--- src/rtl/debounce_pkg.sv ---
// Shared definitions for the early-detect debouncer.
//   state_t      : FSM state encoding (IDLE_LO, HOLD_HI, IDLE_HI, HOLD_LO)
//   SYNC_STAGES  : depth of the input synchroniser
package debounce_pkg;

  typedef enum logic [1:0] {
    IDLE_LO = 2'd0,
    HOLD_HI = 2'd1,
    IDLE_HI = 2'd2,
    HOLD_LO = 2'd3
  } state_t;

  localparam int SYNC_STAGES = 2;

endpackage

--- src/rtl/hold_timer.sv ---
// Hold-window counter for the debouncer.
// Ports:
//   clk   in  system clock
//   reset in  synchronous active-high reset
//   clr   in  force count to 0 (wins over en)
//   en    in  increment count
//   done  out count has reached DELAY_CYCLES-1 (combinational)
module hold_timer #(
  parameter int DELAY_CYCLES = 255
) (
  input  logic clk,
  input  logic reset,
  input  logic clr,
  input  logic en,
  output logic done
);

  localparam int CNT_W = $clog2(DELAY_CYCLES);

  logic [CNT_W-1:0] count;

  always_ff @(posedge clk) begin
    if (reset) begin
      count <= '0;
    end else if (clr) begin
      count <= '0;
    end else if (en) begin
      count <= count + 1'b1;
    end
  end

  assign done = (count == CNT_W'(DELAY_CYCLES - 1));

endmodule

--- src/rtl/early_detect_debouncer.sv ---
// Early-detect button debouncer: the first edge seen on the synchronised
// input is passed straight through, then input activity is ignored for
// DELAY_CYCLES cycles while the contacts settle.
// Ports:
//   clk       in  system clock
//   reset     in  synchronous active-high reset
//   btn_in    in  raw asynchronous button level
//   db_out    out debounced level
//   press_p   out one-cycle strobe on db_out 0->1
//   release_p out one-cycle strobe on db_out 1->0
module early_detect_debouncer
  import debounce_pkg::*;
#(
  parameter int DELAY_CYCLES = 255
) (
  input  logic clk,
  input  logic reset,
  input  logic btn_in,
  output logic db_out,
  output logic press_p,
  output logic release_p
);

  logic [SYNC_STAGES-1:0] sync;
  logic                   s2;
  state_t                 state;
  state_t                 state_nxt;
  logic                   press_nxt;
  logic                   release_nxt;
  logic                   in_idle;
  logic                   in_hold;
  logic                   done;

  // Synchroniser: sync[0] is s1, sync[SYNC_STAGES-1] is s2
  always_ff @(posedge clk) begin
    if (reset) begin
      sync <= '0;
    end else begin
      sync <= {sync[SYNC_STAGES-2:0], btn_in};
    end
  end

  assign s2 = sync[SYNC_STAGES-1];

  assign in_idle = (state == IDLE_LO) || (state == IDLE_HI);
  assign in_hold = (state == HOLD_HI) || (state == HOLD_LO);

  // Clearing on done keeps the counter from stepping past DELAY_CYCLES-1
  // on the exit edge, so it is already 0 when the next hold starts.
  hold_timer #(
    .DELAY_CYCLES(DELAY_CYCLES)
  ) u_hold_timer (
    .clk  (clk),
    .reset(reset),
    .clr  (in_idle | done),
    .en   (in_hold),
    .done (done)
  );

  // FSM state register
  always_ff @(posedge clk) begin
    if (reset) begin
      state <= IDLE_LO;
    end else begin
      state <= state_nxt;
    end
  end

  // Next state: s2 is ignored in HOLD; expiry always lands in IDLE
  always_comb begin
    state_nxt = state;
    unique case (state)
      IDLE_LO: if (s2)   state_nxt = HOLD_HI;
      HOLD_HI: if (done) state_nxt = IDLE_HI;
      IDLE_HI: if (!s2)  state_nxt = HOLD_LO;
      HOLD_LO: if (done) state_nxt = IDLE_LO;
      default:           state_nxt = IDLE_LO;
    endcase
  end

  // Strobe decode; registered below so they align with the new db_out level
  always_comb begin
    press_nxt   = (state == IDLE_LO) && s2;
    release_nxt = (state == IDLE_HI) && !s2;
  end

  always_ff @(posedge clk) begin
    if (reset) begin
      press_p   <= 1'b0;
      release_p <= 1'b0;
    end else begin
      press_p   <= press_nxt;
      release_p <= release_nxt;
    end
  end

  assign db_out = (state == HOLD_HI) || (state == IDLE_HI);

endmodule

--- config.mk ---
export PLATFORM = sky130hd
export DESIGN_NAME = early_detect_debouncer
export DESIGN_NICKNAME = d
export VERILOG_FILES = /design/src/rtl/debounce_pkg.sv /design/src/rtl/hold_timer.sv /design/src/rtl/early_detect_debouncer.sv
export SDC_FILE = /design/constraint.sdc
export NUM_CORES = 1
export LEC_CHECK = 0
export ABC_AREA = 1
export CORE_AREA = 8 8 45 47
export DETAILED_ROUTE_END_ITERATION = 16
export DIE_AREA = 0 0 53 55
export PLACE_DENSITY = 0.73
export SYNTH_ARGS = -nofsm -noshare
export SYNTH_HDL_FRONTEND = slang
export SYNTH_SLANG_ARGS = --single-unit
export TNS_END_PERCENT = 5
--- constraint.sdc ---
create_clock -name clk -period 3.1 [get_ports clk]
set_input_delay 0.775 -clock clk [delete_from_list [all_inputs] [get_ports clk]]
set_output_delay 0.775 -clock clk [all_outputs]
set_load 0.03 [all_outputs]
==> reports/summary.md, run 1 <==
## Status
* **status** finished clean

## Logic synthesis
* **library cells used by synthesis** 21
* **area share of the leading cell type in the synthesized netlist** 38.5%
* **total standard cell area after synthesis** 728 um2
* **total of flip-flops plus latches after synthesis** 14
* **net count after synthesis** 107
* **Post-Synthesis Cells** 98
* **cells taking the most area after synthesis** sky130_fd_sc_hd__dfxtp_1 38%, sky130_fd_sc_hd__ha_1 10%, sky130_fd_sc_hd__inv_1 8.8%, sky130_fd_sc_hd__nand2_1 8.2%, sky130_fd_sc_hd__nor2_1 7.7%
* **number of warning messages in the yosys log** 0
* **post-synthesis sequential area ratio** 38.5%
* **most area-hungry cell type in the Yosys netlist** sky130_fd_sc_hd__dfxtp_1
* **average instance area after synthesis** 7.43 um2

## STA
* **Worst Skew** 0.00307 ns
* **unrepaired setup endpoints after global routing** no
* **final-report setup violation count** 0
* **pin slew with the least headroom to its limit** 0.436 ns
* **Final Hold Vio Count** 0
* **number of max-slew violations in the final report** 0
* **fin crit period** 2.48 ns
* **maximum clock frequency** 0.403 GHz
* **worst rel slew slack** 70.6%
* **period utilization** 80.1%
* **final-layout setup total negative slack** 0 ns

## Route
* **antenna-violating nets left** 0
* **total routed wirelength** 1.21 mm
* **number of detailed-route iterations in the first pass** 4
* **average via count per standard cell** 4.82
* **detailed-route via count** 593
* **starting DRC count in detailed routing** 7
* **Avg WL per Cell** 9.80 um
* **DRC Markers** 0

## Worst setup path
* **critical path class** flip-flop to output pin
* **kind of launch point of the worst setup path** flip-flop
* **highest cell delay on the worst timing path** 0.67 ns
* **Arr. time, crit path** 1.71 ns
* **required time at the worst-slack endpoint** 2.32 ns
* **critical path capture point type** output pin
* **highest-delay cell along the critical path** sky130_fd_sc_hd__clkdlybuf4s50_1
* **count of buffer and inverter cells on the critical path** 2
* **kind of cell adding the most delay to the critical path** buffers and inverters
* **CP cell instances** inv_1 > ha_1 > clkdlybuf4s50_1
* **Worst Path Max Fanout** 4

## Cells and area
* **share of layout cells above drive strength 1** 14.0%
* **antenna diode count** 0
* **area growth from synthesis to layout** 14.6%
* **count of non-filler cells in the finished layout** 123
* **nets** 117

## Flow run
* **max-cap violation count** 0

## Floorplan
* **width of the die** 53 um
* **area of the core region** 1380 um2
* **initial cell density of the core** 52.6%
* **vertical die dimension** 55 um
* **die area** 2920 um2
* **I/O pin count** 6
* **count of standard-cell rows** 14

## Power and ir drop
* **switching power of the nets** 0.198 mW
* **proportion of power drawn by combinational gates** 37.9%
* **worst vdd ir** 0.484 mV
* **switching power as a share of total power** 36.5%
* **power per standard cell area** 649 nW/um2
* **share of power burned in registers** 38.2%
* **clock share of power** 23.9%
* **leakage dissipation** 0.339 nW
* **internal power consumption** 0.344 mW

## GRT
* **wire length of the first global-routing pass** 2.13 mm
* **total overflow reported by the global router** 0
* **initial antenna violation count** 0
* **pin count of the biggest net entering global routing** 9
* **Overall Global Routing Usage** 9.64%
* **via count of the first global-routing pass** 564

## Clocking
* **number of buffers added for setup after CTS** 0
* **CTS tree** done
* **CTS H-Tree Depth** 1
* **Post-CTS Hold Buffers** 0
* **CTS buffer count** 3
* **maximum count of clock buffers along a single path** 2
* **Clock Root Buffer** sky130_fd_sc_hd__clkbuf_4
* **clock network latency to the later pin of the worst-skew pair** 0.28 ns
* **post_cts resized** 0
* **clock transition at the registers of the reported paths** 0.08 ns
* **clock tree sinks** 14

## Place
* **number of placed instances with taps included** 119
* **last weighted congestion value of the routability-driven placer** 0.758
* **post-DP HPWL** 979 um
* **port bufs** 5

## Worst hold path
* **class of the tightest hold or removal check** flip-flop to flip-flop

==> cell usage after synthesis <==
cell type	instances
sky130_fd_sc_hd__inv_1	17
sky130_fd_sc_hd__nand2_1	16
sky130_fd_sc_hd__nor2_1	15
sky130_fd_sc_hd__dfxtp_1	14
sky130_fd_sc_hd__ha_1	6
sky130_fd_sc_hd__nor3_1	5
sky130_fd_sc_hd__a21oi_1	4
sky130_fd_sc_hd__nand2_2	3
sky130_fd_sc_hd__nor2_2	3
sky130_fd_sc_hd__nand4_1	2
sky130_fd_sc_hd__nor2_4	2
sky130_fd_sc_hd__o21ai_0	2
sky130_fd_sc_hd__a21oi_2	1
sky130_fd_sc_hd__and2_1	1
sky130_fd_sc_hd__clkinv_1	1
sky130_fd_sc_hd__inv_2	1
sky130_fd_sc_hd__nand3_1	1
sky130_fd_sc_hd__nand3_4	1
sky130_fd_sc_hd__nor3b_1	1
sky130_fd_sc_hd__o21ai_1	1
sky130_fd_sc_hd__o21bai_1	1
==> logic make-up after synthesis <==
family / after synthesis / share of synthesized area (%)
simple gates: 50 / 34.4
compound gates: 9 / 7.04
fa+ha+maj: 6 / 10.3
flops: 14 / 38.5
buf+inv: 19 / 9.79
==> area by class of cell <==
type	instances	area, um2
clock buffer	4	36.3
fill	130	549
inverter	19	71.3
multi-input combinational	65	377
sequential	14	280
tap	16	20.0
timing repair buffer	5	50.0
==> worst reg2reg max path: stages, from the launching register on <==
cell                      delay (ns)
sky130_fd_sc_hd__dfxtp_1        0.38
sky130_fd_sc_hd__inv_1          0.08
sky130_fd_sc_hd__ha_1           0.22
sky130_fd_sc_hd__o21ai_0        0.39
sky130_fd_sc_hd__nand3_1        0.13
sky130_fd_sc_hd__nand2_1        0.08
sky130_fd_sc_hd__nor2_1         0.04
==> flip-flops by register name, indices dropped and copies added, names as in the netlist <==
| signal | cells |
|---|---|
| u_hold_timer.count | 8 |
| state | 2 |
| sync | 2 |
| press_p | 1 |
| release_p | 1 |
==> power by group through the flow <==
stage / clock [mW] / sequential, mW / combinational, mW
6_report: 0.129 / 0.207 / 0.205
5_1_grt: 0.143 / 0.210 / 0.225
4_1_cts: 0.136 / 0.207 / 0.208
3_5_place_dp: 0 / 0.212 / 0.206
3_3_place_gp: 0 / 0.210 / 0.203
2_1_floorplan: 0 / 0.214 / 0.155
==> final timing paths <==
kind	from	to	slack, ns	cells past startpoint
min	sync[0]	sync[1]	0.41	2
min reg2reg	sync[0]	sync[1]	0.41	2
max	state[1]	db_out	0.62	3
max reg2reg	state[0]	state[1]	1.69	6
==> cell usage in the layout, fill, tap and decap left out, drive strengths merged, types with 3 or more instances in the layout <==
cell,instances
clkbuf,4
inv,18
nor3,5
o21ai,3
nand2,19
a21oi,5
dfxtp,14
ha,6
clkdlybuf4s50,5
nor2,20
==> per-stage QoR <==
step	cell area, um2	setup slack, ns	power [mW]	util [%]	hold slack (ns)
floorplan	728	1.46	0.369	-	0.388
global placement	798	0.936	0.413	57.7	0.395
detailed placement	798	0.912	0.417	57.7	0.402
CTS	835	0.589	0.551	60.3	0.411
global route	835	0.528	0.578	60.3	0.472
finish	835	0.616	0.542	60.3	0.412
==> routing by layer <==
metal	GRT usage, %	wire (um)
met2	18.4	631
met3	2.67	36
met1	9.19	521
met5	0	0
met4	5.17	17
No activity file was read; power rests on OpenSTA's default activity.
==> run 2: changes to the inputs <==
--- a/config.mk
+++ b/config.mk
@@ -6,10 +6,10 @@
 export NUM_CORES = 1
 export LEC_CHECK = 0
 export ABC_AREA = 1
-export CORE_AREA = 8 8 45 47
+export CORE_MARGIN = 8
+export CORE_UTILIZATION = 49
 export DETAILED_ROUTE_END_ITERATION = 16
-export DIE_AREA = 0 0 53 55
-export PLACE_DENSITY = 0.73
+export PLACE_DENSITY = 0.69
 export SYNTH_ARGS = -nofsm -noshare
 export SYNTH_HDL_FRONTEND = slang
 export SYNTH_SLANG_ARGS = --single-unit
==> constraint.sdc (replaced) <==
create_clock -name clk -period 2.2 [get_ports clk]
set_input_delay 0.55 -clock clk [delete_from_list [all_inputs] [get_ports clk]]
set_output_delay 0.55 -clock clk [all_outputs]
set_load 0.03 [all_outputs]
==> run 2 against run 1 <==
  * Design area fell by 0.15%
  * Wire length rose by 4.4%
  * Sequential power rose by 41%
  * Utilization fell by 3.0 points
  * Clock skew fell by 0.0013 ns
  * Non-clock buffer count did not move
  * First-iteration DRC count rose by 71%
  * Via count rose by 3.2%
  * Count of clock-buffer cells in the layout did not move
  * Final cell count did not move
  * Register-to-register slack got worse by 0.94 ns
  * Highest routed layer unchanged
==> reports/summary.md, run 2 (synthesis results as in run 1) <==
## Status
* **status** finished clean

## Place
* **post-DP HPWL** 1.03 mm
* **worst setup timing slack at the placement stage** 0.216 ns
* **port bufs** 5
* **last weighted congestion value of the routability-driven placer** 0.811

## STA
* **number of max-slew violations in the final report** 0
* **period utilization** 91.0%
* **worst rel slew slack** 69.5%
* **pin slew with the least headroom to its limit** 0.453 ns
* **final-layout setup total negative slack** 0 ns
* **maximum clock frequency** 0.500 GHz
* **unrepaired setup endpoints after global routing** no
* **fin crit period** 2.00 ns
* **Worst Skew** 0.00182 ns
* **final-report setup violation count** 0
* **Worst Slack Setup Final** 0.198 ns
* **Final Hold Vio Count** 0

## Worst setup path
* **Worst Path Max Fanout** 4
* **startpoint of the worst register-to-register path** state[0]
* **required time at the worst-slack endpoint** 1.65 ns
* **Arr. time, crit path** 1.45 ns
* **critical path class** flip-flop to output pin
* **kind of launch point of the worst setup path** flip-flop
* **critical path capture point type** output pin
* **CP startpoint** state[1]

## Clocking
* **clock transition at the registers of the reported paths** 0.08 ns
* **CTS H-Tree Depth** 1
* **CTS buffer count** 3
* **CTS tree** done
* **clock tree sinks** 14
* **Clock Root Buffer** sky130_fd_sc_hd__clkbuf_4
* **clock network latency to the later pin of the worst-skew pair** 0.27 ns
* **maximum count of clock buffers along a single path** 2
* **Post-CTS Hold Buffers** 0

## Cells and area
* **most frequent cells in the layout** 17 x sky130_fd_sc_hd__inv_1, 16 x sky130_fd_sc_hd__nand2_1, 15 x sky130_fd_sc_hd__nor2_1, 14 x sky130_fd_sc_hd__dfxtp_1, 6 x sky130_fd_sc_hd__ha_1
* **Regs by FF count** u_hold_timer.count (8), state (2), sync (2)
* **Layout fillers** 148
* **nets** 117
* **share of layout cells above drive strength 1** 14.0%
* **register containing the most flip-flops in the final layout** u_hold_timer.count
* **antenna diode count** 0
* **number of flip-flops in the largest register** 8
* **area growth from synthesis to layout** 14.4%
* **leading cell type in the layout, fill and taps excluded** sky130_fd_sc_hd__inv_1

## Floorplan
* **width of the die** 54.6 um
* **initial cell density of the core** 50.1%
* **die area** 2980 um2
* **I/O pin count** 6
* **count of standard-cell rows** 14
* **vertical die dimension** 54.6 um
* **area of the core region** 1450 um2

## Flow run
* **max-cap violation count** 0

## Route
* **starting DRC count in detailed routing** 12
* **total routed wirelength** 1.26 mm
* **Avg WL per Cell** 10.2 um
* **DRC Markers** 0
* **antenna-violating nets left** 0
* **number of detailed-route iterations in the first pass** 5
* **detailed-route via count** 612
* **average via count per standard cell** 4.98

## Worst hold path
* **startpoint of the lowest-slack hold path** sync[0]
* **class of the tightest hold or removal check** flip-flop to flip-flop

## GRT
* **Overall Global Routing Usage** 10.2%
* **total overflow reported by the global router** 0
* **pin count of the biggest net entering global routing** 9
* **via count of the first global-routing pass** 615
* **initial antenna violation count** 0
* **wire length of the first global-routing pass** 2.25 mm

## Power and ir drop
* **power per standard cell area** 909 nW/um2
* **switching power as a share of total power** 37.1%
* **clock share of power** 24.1%
* **leakage dissipation** 0.342 nW
* **switching power of the nets** 0.281 mW
* **worst vdd ir** 0.549 mV
* **internal power consumption** 0.477 mW
* **share of power burned in registers** 38.6%
* **proportion of power drawn by combinational gates** 37.3%

==> run 2: cell count changes in the layout (fill, tap and decap cells not counted) <==
cell / before / now
sky130_fd_sc_hd__clkdlybuf4s50_1: 5 / 4
sky130_fd_sc_hd__dlygate4sd2_1: 0 / 1
==> run 2: path summary, 6_finish.rpt <==
path | end | slack [ns] | cells past startpoint
max | db_out | 0.20 | 3
min reg2reg | sync[1] | 0.41 | 2
max reg2reg | state[1] | 0.75 | 6
min | sync[1] | 0.41 | 2
==> run 2: layout make-up <==
| type | count | area, um2 | area share (%) |
|---|---|---|---|
| clock buffers | 4 | 36.3 | 4.35 |
| well taps | 16 | 20.0 | 2.40 |
| multi-input cells | 65 | 377 | 45.2 |
| repair buffers | 5 | 48.8 | 5.86 |
| inverters | 19 | 71.3 | 8.56 |
| flip-flops and latches | 14 | 280 | 33.6 |
==> run 2: metal layers <==
metal  share of wire, %  up-vias  GRT usage [%]
met4               0.72        0           6.56
met2                 54        4           18.5
met5                  0        -              0
met1                 43      283           10.1
met3                2.1        2           2.45
li1                   -      323              -
==> run 2: worst max-delay path, cell delays in order, from the launching register on <==
cell and delay (ns):
sky130_fd_sc_hd__dfxtp_1 0.40, sky130_fd_sc_hd__inv_1 0.09, sky130_fd_sc_hd__ha_1 0.29, sky130_fd_sc_hd__dlygate4sd2_1 0.40
==> run 2: what timing repair did <==
item | 4_1_cts | 5_1_grt
buffers inserted | 0 | 0
gates resized for setup | 1 | 0
setup endpoints to repair | 1 | 0
==> run 2: power groups by stage <==
stage                     registers (mW)  clock network (mW)  logic [mW]
after global routing               0.297               0.201       0.310
after CTS                          0.293               0.195       0.286
after floorplan                    0.302                   0       0.219
after global placement             0.296                   0       0.285
final                              0.292               0.182       0.282
after detailed placement           0.299                   0       0.294
==> run 2: stage by stage <==
step	total power, mW	cell area [um2]	util [%]	hold slack [ns]	instances
2_1_floorplan	0.521	728	-	0.388	98
3_3_place_gp	0.581	798	54.9	0.389	119
3_5_place_dp	0.593	798	54.9	0.398	119
4_1_cts	0.773	833	57.3	0.413	123
5_1_grt	0.808	833	57.3	0.445	123
6_report	0.757	833	57.3	0.410	123
